<file path="src/rtl/seven_seg_pkg.sv">
// Shared seven-segment glyph constants and limits for the scan driver.
// Segment bit order is {g,f,e,d,c,b,a}; a set bit lights the segment.
package seven_seg_pkg;

  typedef logic [6:0] seg_t;

  localparam int MAX_DIGITS = 8;

  localparam seg_t SEG_0     = 7'h3F;
  localparam seg_t SEG_1     = 7'h06;
  localparam seg_t SEG_2     = 7'h5B;
  localparam seg_t SEG_3     = 7'h4F;
  localparam seg_t SEG_4     = 7'h66;
  localparam seg_t SEG_5     = 7'h6D;
  localparam seg_t SEG_6     = 7'h7D;
  localparam seg_t SEG_7     = 7'h07;
  localparam seg_t SEG_8     = 7'h7F;
  localparam seg_t SEG_9     = 7'h6F;
  localparam seg_t SEG_A     = 7'h77;
  localparam seg_t SEG_B     = 7'h7C;
  localparam seg_t SEG_C     = 7'h39;
  localparam seg_t SEG_D     = 7'h5E;
  localparam seg_t SEG_E     = 7'h79;
  localparam seg_t SEG_F     = 7'h71;
  localparam seg_t SEG_BLANK = 7'h00;

endpackage

</file>
<file path="src/rtl/seven_seg_hex_rom.sv">
// Combinational hex nibble to active-high seven-segment glyph lookup.
module seven_seg_hex_rom
  import seven_seg_pkg::*;
(
  input  logic [3:0] nib,
  output seg_t       seg
);

  always_comb begin
    seg = SEG_BLANK;
    case (nib)
      4'h0: seg = SEG_0;
      4'h1: seg = SEG_1;
      4'h2: seg = SEG_2;
      4'h3: seg = SEG_3;
      4'h4: seg = SEG_4;
      4'h5: seg = SEG_5;
      4'h6: seg = SEG_6;
      4'h7: seg = SEG_7;
      4'h8: seg = SEG_8;
      4'h9: seg = SEG_9;
      4'hA: seg = SEG_A;
      4'hB: seg = SEG_B;
      4'hC: seg = SEG_C;
      4'hD: seg = SEG_D;
      4'hE: seg = SEG_E;
      4'hF: seg = SEG_F;
      default: seg = SEG_BLANK;
    endcase
  end

endmodule

</file>
<file path="src/rtl/seven_seg_scan_driver.sv">
// Multiplexed N-digit hex display driver with tear-free frame-boundary commit.
// Define SEVEN_SEG_LZB_EN to blank leading zero digits (digit 0 never blanked).
module seven_seg_scan_driver
  import seven_seg_pkg::*;
#(
  parameter int NUM_DIGITS     = 4,
  parameter int REFRESH_DIV    = 1000,
  parameter int SEG_ACTIVE_LOW = 0,
  parameter int AN_ACTIVE_LOW  = 0
) (
  input  logic                    clk,
  input  logic                    rst,
  input  logic                    load,
  input  logic [4*NUM_DIGITS-1:0] value,
  input  logic [NUM_DIGITS-1:0]   dp_in,
  output logic [6:0]              seg,
  output logic                    dp,
  output logic [NUM_DIGITS-1:0]   an,
  output logic                    frame_done
);

  localparam int IDX_W = (NUM_DIGITS > 1) ? $clog2(NUM_DIGITS) : 1;
  localparam int PRE_W = $clog2(REFRESH_DIV);

  localparam logic [IDX_W-1:0]      IDX_LAST = IDX_W'(NUM_DIGITS - 1);
  localparam logic [PRE_W-1:0]      PRE_LAST = PRE_W'(REFRESH_DIV - 1);
  localparam seg_t                  SEG_INV  = (SEG_ACTIVE_LOW != 0) ? 7'h7F : 7'h00;
  localparam logic                  DP_INV   = (SEG_ACTIVE_LOW != 0);
  localparam logic [NUM_DIGITS-1:0] AN_INV   = (AN_ACTIVE_LOW != 0) ? {NUM_DIGITS{1'b1}}
                                                                    : {NUM_DIGITS{1'b0}};

  if (NUM_DIGITS < 1 || NUM_DIGITS > MAX_DIGITS) begin : g_bad_num_digits
    $error("NUM_DIGITS out of range");
  end
  if (REFRESH_DIV < 2) begin : g_bad_refresh_div
    $error("REFRESH_DIV must be at least 2");
  end

  logic [PRE_W-1:0]                presc_q, presc_d;
  logic [IDX_W-1:0]                idx_q, idx_d;
  logic [NUM_DIGITS-1:0][3:0]      pend_val_q, pend_val_d;
  logic [NUM_DIGITS-1:0]           pend_dp_q, pend_dp_d;
  logic                            pend_vld_q, pend_vld_d;
  logic [NUM_DIGITS-1:0][3:0]      disp_val_q, disp_val_d;
  logic [NUM_DIGITS-1:0]           disp_dp_q, disp_dp_d;
  logic                            first_q, first_d;
  logic                            wrap_q, wrap_d;
  logic                            frame_done_q, frame_done_d;
  seg_t                            seg_q, seg_d;
  logic                            dp_q, dp_d;
  logic [NUM_DIGITS-1:0]           an_q, an_d;

  logic                            run;
  logic                            presc_tc;
  logic                            wrap;
  logic [3:0]                      cur_nib;
  logic                            cur_dp;
  logic                            cur_blank;
  logic [NUM_DIGITS-1:0]           an_raw;
  seg_t                            rom_seg;
  seg_t                            seg_raw;
`ifdef SEVEN_SEG_LZB_EN
  logic [NUM_DIGITS:0]             lz;
`endif

  // first_q holds the scan still for one cycle after reset so outputs stay
  // dark that cycle and digit 0 still gets its full REFRESH_DIV on-time.
  assign run      = !first_q;
  assign presc_tc = (presc_q == PRE_LAST);
  assign wrap     = run && presc_tc && (idx_q == IDX_LAST);

  always_comb begin
    presc_d      = presc_q;
    idx_d        = idx_q;
    pend_val_d   = pend_val_q;
    pend_dp_d    = pend_dp_q;
    pend_vld_d   = pend_vld_q;
    disp_val_d   = disp_val_q;
    disp_dp_d    = disp_dp_q;
    first_d      = 1'b0;
    wrap_d       = first_q ? 1'b1 : wrap;
    frame_done_d = wrap_q && !first_q;

    if (run) begin
      presc_d = presc_tc ? '0 : presc_q + 1'b1;
      if (presc_tc) begin
        idx_d = (idx_q == IDX_LAST) ? '0 : idx_q + 1'b1;
      end
    end

    // A strobe landing exactly on the wrap goes straight to the display.
    if (load && wrap) begin
      disp_val_d = value;
      disp_dp_d  = dp_in;
      pend_vld_d = 1'b0;
    end else begin
      if (wrap && pend_vld_q) begin
        disp_val_d = pend_val_q;
        disp_dp_d  = pend_dp_q;
        pend_vld_d = 1'b0;
      end
      if (load) begin
        pend_val_d = value;
        pend_dp_d  = dp_in;
        pend_vld_d = 1'b1;
      end
    end
  end

  always_comb begin
    cur_nib   = 4'h0;
    cur_dp    = 1'b0;
    cur_blank = 1'b0;
    an_raw    = '0;
`ifdef SEVEN_SEG_LZB_EN
    lz             = '0;
    lz[NUM_DIGITS] = 1'b1;
    for (int i = NUM_DIGITS - 1; i >= 0; i--) begin
      lz[i] = lz[i+1] && (disp_val_q[i] == 4'h0);
    end
`endif
    for (int i = 0; i < NUM_DIGITS; i++) begin
      if (idx_q == IDX_W'(i)) begin
        cur_nib   = disp_val_q[i];
        cur_dp    = disp_dp_q[i];
        an_raw[i] = 1'b1;
`ifdef SEVEN_SEG_LZB_EN
        cur_blank = (i > 0) && lz[i];
`endif
      end
    end
  end

  seven_seg_hex_rom u_rom (
    .nib (cur_nib),
    .seg (rom_seg)
  );

  assign seg_raw = cur_blank ? SEG_BLANK : rom_seg;

  // Polarity is applied last; the post-reset cycle drives the dark pattern.
  always_comb begin
    seg_d = seg_raw ^ SEG_INV;
    dp_d  = cur_dp ^ DP_INV;
    an_d  = an_raw ^ AN_INV;
    if (first_q) begin
      seg_d = SEG_INV;
      dp_d  = DP_INV;
      an_d  = AN_INV;
    end
  end

  always_ff @(posedge clk) begin
    if (rst) begin
      presc_q      <= '0;
      idx_q        <= '0;
      pend_val_q   <= '0;
      pend_dp_q    <= '0;
      pend_vld_q   <= 1'b0;
      disp_val_q   <= '0;
      disp_dp_q    <= '0;
      first_q      <= 1'b1;
      wrap_q       <= 1'b1;
      frame_done_q <= 1'b0;
      seg_q        <= SEG_INV;
      dp_q         <= DP_INV;
      an_q         <= AN_INV;
    end else begin
      presc_q      <= presc_d;
      idx_q        <= idx_d;
      pend_val_q   <= pend_val_d;
      pend_dp_q    <= pend_dp_d;
      pend_vld_q   <= pend_vld_d;
      disp_val_q   <= disp_val_d;
      disp_dp_q    <= disp_dp_d;
      first_q      <= first_d;
      wrap_q       <= wrap_d;
      frame_done_q <= frame_done_d;
      seg_q        <= seg_d;
      dp_q         <= dp_d;
      an_q         <= an_d;
    end
  end

  assign seg        = seg_q;
  assign dp         = dp_q;
  assign an         = an_q;
  assign frame_done = frame_done_q;

endmodule

</file>
<file path="config.mk">
export PLATFORM = sky130hd
export DESIGN_NAME = seven_seg_scan_driver
export DESIGN_NICKNAME = d
export VERILOG_FILES = /design/src/rtl/seven_seg_pkg.sv /design/src/rtl/seven_seg_hex_rom.sv /design/src/rtl/seven_seg_scan_driver.sv
export SDC_FILE = /design/constraint.sdc
export NUM_CORES = 1
export LEC_CHECK = 0
export ABC_AREA = 0
export CORE_MARGIN = 2
export CORE_UTILIZATION = 46
export DETAILED_ROUTE_END_ITERATION = 6
export PLACE_DENSITY = 0.72
export SLEW_MARGIN = 0
export SYNTH_ARGS = -nofsm -noshare
export SYNTH_HDL_FRONTEND = slang
export SYNTH_HIERARCHICAL = 1
export SYNTH_SLANG_ARGS = --single-unit
</file>
<file path="constraint.sdc">
create_clock -name clk -period 3.05 [get_ports clk]
set_clock_uncertainty 0.05 [all_clocks]
set_input_delay 0.7625 -clock clk [delete_from_list [all_inputs] [get_ports clk]]
set_output_delay 0.7625 -clock clk [all_outputs]
set_load 0.01 [all_outputs]
</file>
==> results of run 1 <==
## final timing paths
kind                     end  cells past startpoint
setup / recovery      seg[3]                     10
hold / removal    frame_done                      1
setup reg to reg      seg[3]                     10
hold reg to reg   frame_done                      1
## power by group
part | internal, mW | switching (mW)
sequential | 0.913 | 0.0132
combinational | 0.0657 | 0.0698
clock | 0.379 | 0.330
## cell type report
cell class                 count  area share (%)
clock buffer                  14            4.79
clock inverter                 1           0.131
inverter                      11            1.08
multi-input combinational    268            43.7
sequential                    68            35.7
tap                           80            2.63
timing repair buffer          49            12.0
## cells by family (layout without fill, tap and decap cells)
family,count (synthesis),after routing
compound gates,84,84
xor+xnor,9,9
fa+ha+maj,12,12
buf+inv,37,75
flops,68,68
mux,8,8
simple gates,155,155
## layout by cell type (no fill, tap or decap), types with 2 or more instances in the layout
master                            instances
sky130_fd_sc_hd__a21oi_1                 34
sky130_fd_sc_hd__and2_1                  12
sky130_fd_sc_hd__buf_4                   14
sky130_fd_sc_hd__clkbuf_8                13
sky130_fd_sc_hd__clkdlybuf4s50_1         35
sky130_fd_sc_hd__dfxtp_1                 68
sky130_fd_sc_hd__ha_1                    12
sky130_fd_sc_hd__inv_1                   10
sky130_fd_sc_hd__mux2_2                   3
sky130_fd_sc_hd__mux2i_1                  4
sky130_fd_sc_hd__nand2_1                 57
sky130_fd_sc_hd__nand3_1                  4
sky130_fd_sc_hd__nand3b_1                 6
sky130_fd_sc_hd__nor2_1                  55
sky130_fd_sc_hd__nor2b_1                  2
sky130_fd_sc_hd__nor3_1                   5
sky130_fd_sc_hd__o211ai_1                20
sky130_fd_sc_hd__o21ai_0                  3
sky130_fd_sc_hd__o31ai_1                 11
sky130_fd_sc_hd__o31ai_2                  9
sky130_fd_sc_hd__xnor2_1                  5
sky130_fd_sc_hd__xor2_1                   4
## metal layers
layer,vias to the layer above,global-route usage (%),share of wire (%)
met5,-,0,0
met4,0,8.81,2.0
met3,13,4.17,3.3
met2,51,29.8,46
met1,1211,25.0,48
li1,1344,-,-
## metrics by stage
step                setup WS, ns  area [µm²]  total power [mW]  hold WS (ns)  instances
finish                     0.354        3810              1.77         0.380        491
global placement           0.339        3620              1.08         0.367        476
CTS                        0.204        3810              1.78         0.385        491
floorplan                  0.376        3190              1.02         0.356        373
detailed placement         0.219        3620              1.08         0.370        476
global route               0.149        3810              1.84         0.399        491
## flip-flops by register name, indices dropped and copies added, names as in the netlist
| signal | count |
|---|---|
| disp_val_q | 16 |
| an | 4 |
| presc_q | 10 |
| pend_val_q | 16 |
| frame_done | 1 |
| idx_q | 2 |
| seg | 7 |
| disp_dp_q | 4 |
| wrap_q | 1 |
| dp | 1 |
| pend_vld_q | 1 |
| first_q | 1 |
| pend_dp_q | 4 |
==> impl_summary.md, run 1 <==
Setup path
The largest delay contributor family on the critical path is adder cells. The number of buffers and inverters on the critical path is 2. The critical path start-end classification is reg -> reg. Along the worst path, the maximum fanout reaches 11. The category of the worst setup path launch point is a register. The critical path goes through inv_1 -> ha_1 -> nand3b_1 -> a21oi_1 -> a21oi_1 -> o21ai_1 -> inv_1 -> ha_1 -> mux4_1 -> and2_1. The worst-path cell with the longest stage delay is sky130_fd_sc_hd__mux4_1. The reg-to-reg critical path startpoint is idx_q[1]. Across all register-to-register paths, the minimum setup slack is 0.35 ns. The critical path endpoint category is a register. The delay contributed by the slowest stage of the critical path is 0.50 ns. Data on the critical path arrives at its endpoint at 2.90 ns. The critical path required time is 3.25 ns.

The critical path starts at idx_q[1].

Hold path
The worst hold path belongs to the class reg -> reg. The startpoint of the lowest-slack hold path is wrap_q.

Route
After detailed routing, the number of vias per cell comes to 5.33. The detailed router finished its first iteration with 82 violations. Across all layers, the routed design uses 2619 vias. The first detailed-routing pass ran for 4 iterations. The total routed wirelength is 6.57 mm.

The post-route antenna net violation count is 0. The routed wirelength normalized by instance count is 13.4 µm. In the routed design, unresolved DRC markers number 0.

Synth
The synthesized netlist devotes 18.5% of its cell area to compound gates. After synthesis, the share of flip-flops with an asynchronous set or reset is 0%. After technology mapping, the gate count stands at 373. The synthesized net count is 408. The number of enable flip-flop cells after synthesis is 0. Of the post-synthesis cell area, the part taken by muxes is 3.14%. In the post-synthesis netlist, the biggest area contributors are sky130_fd_sc_hd__dfxtp_1 43%, sky130_fd_sc_hd__nand2_1 6.7%, sky130_fd_sc_hd__nor2_1 6.5%, sky130_fd_sc_hd__a21oi_1 5.3%, sky130_fd_sc_hd__ha_1 4.7%. Yosys mapped the design onto 43 distinct sky130hd cell types. The synthesized flop and latch total is 68. sky130_fd_sc_hd__dfxtp_1 takes more of the synthesized area than any other cell. Among all flip-flop cells after synthesis, the most frequent one is sky130_fd_sc_hd__dfxtp_1.

The dominant combinational cell family by area after synthesis is simple AND/OR/NAND/NOR gates. The simple-gate share of the synthesized area is 22.9%. Of the post-synthesis cell area, the dominant cell type holds 42.7%.

By count the netlist is led by 68 x sky130_fd_sc_hd__dfxtp_1, 57 x sky130_fd_sc_hd__nand2_1, 55 x sky130_fd_sc_hd__nor2_1. The post-synthesis share of cell area spent on full adders, half adders and majority gates is 4.71%. In the post-synthesis netlist, the cell with the most instances is sky130_fd_sc_hd__dfxtp_1. Sequential cells were found to cover 42.7% of the synthesized design area. The cell area after technology mapping is 3190 µm². Each instance of the synthesized netlist takes up on average 8.54 µm².

For this run, the number of Yosys warnings is 6. After Yosys synthesis, XOR and XNOR cells account for 2.47% of the synthesized area.

Global route
Summed over all layers, the global routing overflow is 0. The initial antenna violation count is 0. The all-layer global routing usage is 19.0%. The number of global-route vias before repair is 2379. Entering global routing, the biggest net connects 24 pins. The first global-routing pass estimated 11.2 mm of wire.

Timing
The number of pins with negative max-slew slack in the final report is 0. Based on the critical path, the design can be clocked at up to 371 MHz. The final-layout setup total negative slack is 0 ns.

The period utilization is 88.4%. The total count of hold-check failures in the final report is 0. Setup repair after global routing left no endpoint under its margin. Setup violations remaining at the end of the flow were counted as 0. For the pin with the worst max-slew slack, the measured transition is 0.506 ns. Measured against its own limit, the worst slew margin works out to 66.2%.

After layout, the minimum clock period comes to 2.70 ns.

Placement
Buffers placed on the I/O ports in this run total 35. Detailed placement finished with a half-perimeter wire length of 4.48 mm. The global placement routability congestion is 0.853.

Cells and area
The area taken by multi-input logic gates is 1660 µm². Of the cells placed in the final design, the portion with a size suffix greater than 1 is 11.4%. The layout has 629 filler cells. The sequential standard cell area is 1360 µm². The post-route core utilization is 56.4%. Relative to the synthesized area, the layout overhead comes to 19.6%. The final layout contains 442 nets. The count of antenna diodes in the layout is 0.

Clock network
After clock tree synthesis, the setup repair step added 0 buffers. The clock latency at the later pin of the worst-skew pair is 0.35 ns. The TritonCTS clock tree is yes. The clock passes through at most 2 buffers. The CTS clock-pin slew for the worst setup and hold paths is 0.07 ns. The root buffer cell is sky130_fd_sc_hd__clkbuf_8. The number of gates resized after CTS was 0. After clock tree synthesis, the flow added hold-fix buffers numbering 0.

The tree built by TritonCTS fans out to 68 sinks. TritonCTS created 9 clock buffers. The number of H-tree levels is 3.

Die
For this configuration, the core starts out at a cell density of 47.2%. The floorplan die height is 87.2 µm. The number of primary I/O pins is 36. The horizontal die dimension is 87.2 µm. The floorplan row count is 30.

The core area is 6760 µm². The area of the die is 7610 µm².

Job
The number of maximum-capacitance violations is 0.

Run status
The flow ran to the end, and the final reports show no timing, DRC or antenna violations.

Pwr
Across the VDD grid, the largest voltage drop is 0.000247 V. For this design the ratio of total power to cell area is 465 nW/µm². The leakage power is 1.43 nW.
Note: power is estimated with default switching activity, not from simulation.
==> run 2: changes to the inputs <==
CTS_CLUSTER_SIZE = 10   (was not set)
PLACE_DENSITY = 0.67   (was 0.72)
==> impl_summary.md, run 2 (synthesized netlist as in run 1, its figures left out) <==
Setup path
The number of buffers and inverters on the critical path is 2 (unchanged). The slowest stage of the critical path is the sky130_fd_sc_hd__mux4_1 cell. The delay contributed by the slowest stage of the critical path is 0.51 ns (about the same). The maximum net fanout on the critical path is 11 (unchanged).

The worst setup path is captured at a register. The critical path arrival is 2.96 ns (+0.06 ns). In this design, the largest share of critical-path delay is due to adder cells. Walking the worst path, the cells encountered are inv_1 -> ha_1 -> nand3b_1 -> a21oi_1 -> a21oi_1 -> o21ai_1 -> inv_1 -> ha_1 -> mux4_1 -> and2_1. The worst setup path is of the reg -> reg kind. The critical path required time was 3.23 ns (-0.02 ns). STA classifies the critical path startpoint as a register.

Timing
Setup repair after global routing left no endpoint under its margin. The transition time at the pin with the least slew margin is 0.611 ns (+0.105 ns). The maximum achievable frequency is 359 MHz (-3.1%).

The clock period minus final worst setup slack was 2.78 ns (+0.0859 ns). The final number of setup-violating endpoints is 0 (unchanged). The number of pins with negative max-slew slack in the final report is 0 (unchanged). The worst relative slew slack is 59.1% (-7.0 points). The final-layout setup total negative slack is 0 ns (unchanged).

The total count of hold-check failures in the final report is 0 (unchanged). The period utilization was 91.2% (+2.8 points).

Route
The total iterations of the first detailed-routing run was 4 (unchanged). The post-route antenna net violation count is 0 (unchanged). The number of remaining DRC errors is 0 (unchanged). The routed wirelength normalized by instance count is 13.2 µm (-1.6%). The total routed wirelength is 6.42 mm (-2.2%). The via total after detailed routing was 2581 (-1.5%).

The DRC violation total after the first TritonRoute iteration was 98 (+20%). The via-per-instance ratio is 5.29 (-0.85%).

Clock network
The largest buffer count on any clock path is 2 (unchanged). The number of clock sinks is 68 (unchanged). The CTS clock-pin slew for the worst setup and hold paths is 0.07 ns (about the same). The TritonCTS clock tree is yes.

The root buffer cell is sky130_fd_sc_hd__clkbuf_8. The clock latency at the later pin of the worst-skew pair is 0.34 ns (about the same). The total clock buffers created by CTS came to 9 (unchanged). The post-CTS setup buffer count is 0 (unchanged). The number of H-tree levels is 3 (unchanged).

Global route
The remaining global-route overflow was 0 (unchanged). The all-layer global routing usage is 19.0% (-0.040 points). The initial antenna violation count is 0 (unchanged).

The maximum number of pins on one net before global-route repair was 23 (-4.2%). The number of global-route vias before repair is 2444 (+2.7%). The wire length of the first global-routing pass is 11.3 mm (+0.92%).

Die
The core area was 6760 µm² (unchanged). The floorplan row count is 30 (unchanged). The number of primary I/O pins is 36 (unchanged).

The area of the die was 7610 µm² (unchanged). The horizontal die dimension is 87.2 µm (unchanged). The initial standard-cell utilization of the core came to 47.2% (unchanged). The floorplan die height is 87.2 µm (unchanged).

Placement
The global placement routability congestion was 0.885 (+3.7%). The total placed instance area is 3600 µm² (-0.62%). The HPWL reported at the end of detailed placement is 4.54 mm (+1.5%).

The number of buffers inserted by port buffering is 35 (unchanged).

Cells and area
The sequential standard cell area is 1360 µm² (unchanged). The area taken by multi-input logic gates is 1660 µm² (unchanged). Relative to the synthesized area, the layout overhead comes to 18.8%.

In the final layout, the registers with the most flip-flops are disp_val_q x16, pend_val_q x16, presc_q x10. The total of fill cells in the finished design came to 641 (+1.9%). The post-route cell area is 3790 µm² (-0.59%). The net total in the final layout is 439 (-0.68%). The count of antenna diodes in the layout is 0 (unchanged).

The post-route core utilization came to 56.1% (-0.33 points). Leaving out fill and tap cells, the most frequent cells in the layout are 68 x sky130_fd_sc_hd__dfxtp_1, 57 x sky130_fd_sc_hd__nand2_1, 55 x sky130_fd_sc_hd__nor2_1. The fraction of final layout cells with drive strength greater than 1 is 10.8% (-0.65 points).

The most common cell after layout, fill and taps aside is sky130_fd_sc_hd__dfxtp_1.

Pwr
The leakage power is 1.42 nW (-1.0%). The total power after layout is 1.75 mW (-1.1%). The total power density per cell area is 462 nW/µm² (-0.47%).

The peak supply drop is 0.000401 V (+62%).

Job
The number of maximum-capacitance violations came to 0 (unchanged).

Run status
The run finished with clean final reports.

Hold path
In this run the worst hold path is classified as reg -> reg.
-- run 2: changes by cell type in the layout (fill, tap and decap cells not counted) --
cell                    previous run  this run
sky130_fd_sc_hd__buf_4            14        11
-- run 2: final timing paths --
path              startpoint          to  slack [ns]  depth (start not counted)
setup / recovery    idx_q[1]      seg[3]        0.27                         10
hold / removal        wrap_q  frame_done        0.39                          1
setup reg to reg    idx_q[1]      seg[3]        0.27                         10
hold reg to reg       wrap_q  frame_done        0.39                          1
-- run 2: through the flow --
step,cells,hold slack [ns],setup WS [ns]
after global routing,488,0.407,0.0595
after CTS,488,0.393,0.137
final,488,0.389,0.268
after detailed placement,473,0.364,0.156
after floorplan,373,0.356,0.376
after global placement,473,0.364,0.355
-- run 2: per-layer routing --
layer / wire [µm] / vias to the layer above / track usage (%)
met5: 0 / - / 0
met4: 77 / 0 / 5.03
met3: 279 / 8 / 6.45
met2: 2960 / 56 / 32.1
met1: 3110 / 1177 / 23.0
li1: - / 1340 / -
-- run 2: final cells by class --
| type | count | area share [%] |
|---|---|---|
| multi-input combinational | 268 | 43.9 |
| clock buffer | 14 | 4.82 |
| timing repair buffer | 46 | 11.4 |
| inverter | 11 | 1.09 |
| tap | 80 | 2.64 |
| sequential | 68 | 35.9 |
| clock inverter | 1 | 0.132 |
-- run 2: repair_timing --
action                                  in CTS  in global routing
hold buffers                                 0                  0
endpoints found under the setup margin       0                  1
gates resized for setup                      0                  1
-- run 2: power by group --
group	internal [mW]	leakage, nW	switching [mW]
combinational	0.0628	0.764	0.0673
sequential	0.913	0.555	0.0128
clock	0.379	0.0986	0.316
total	1.35	1.42	0.396
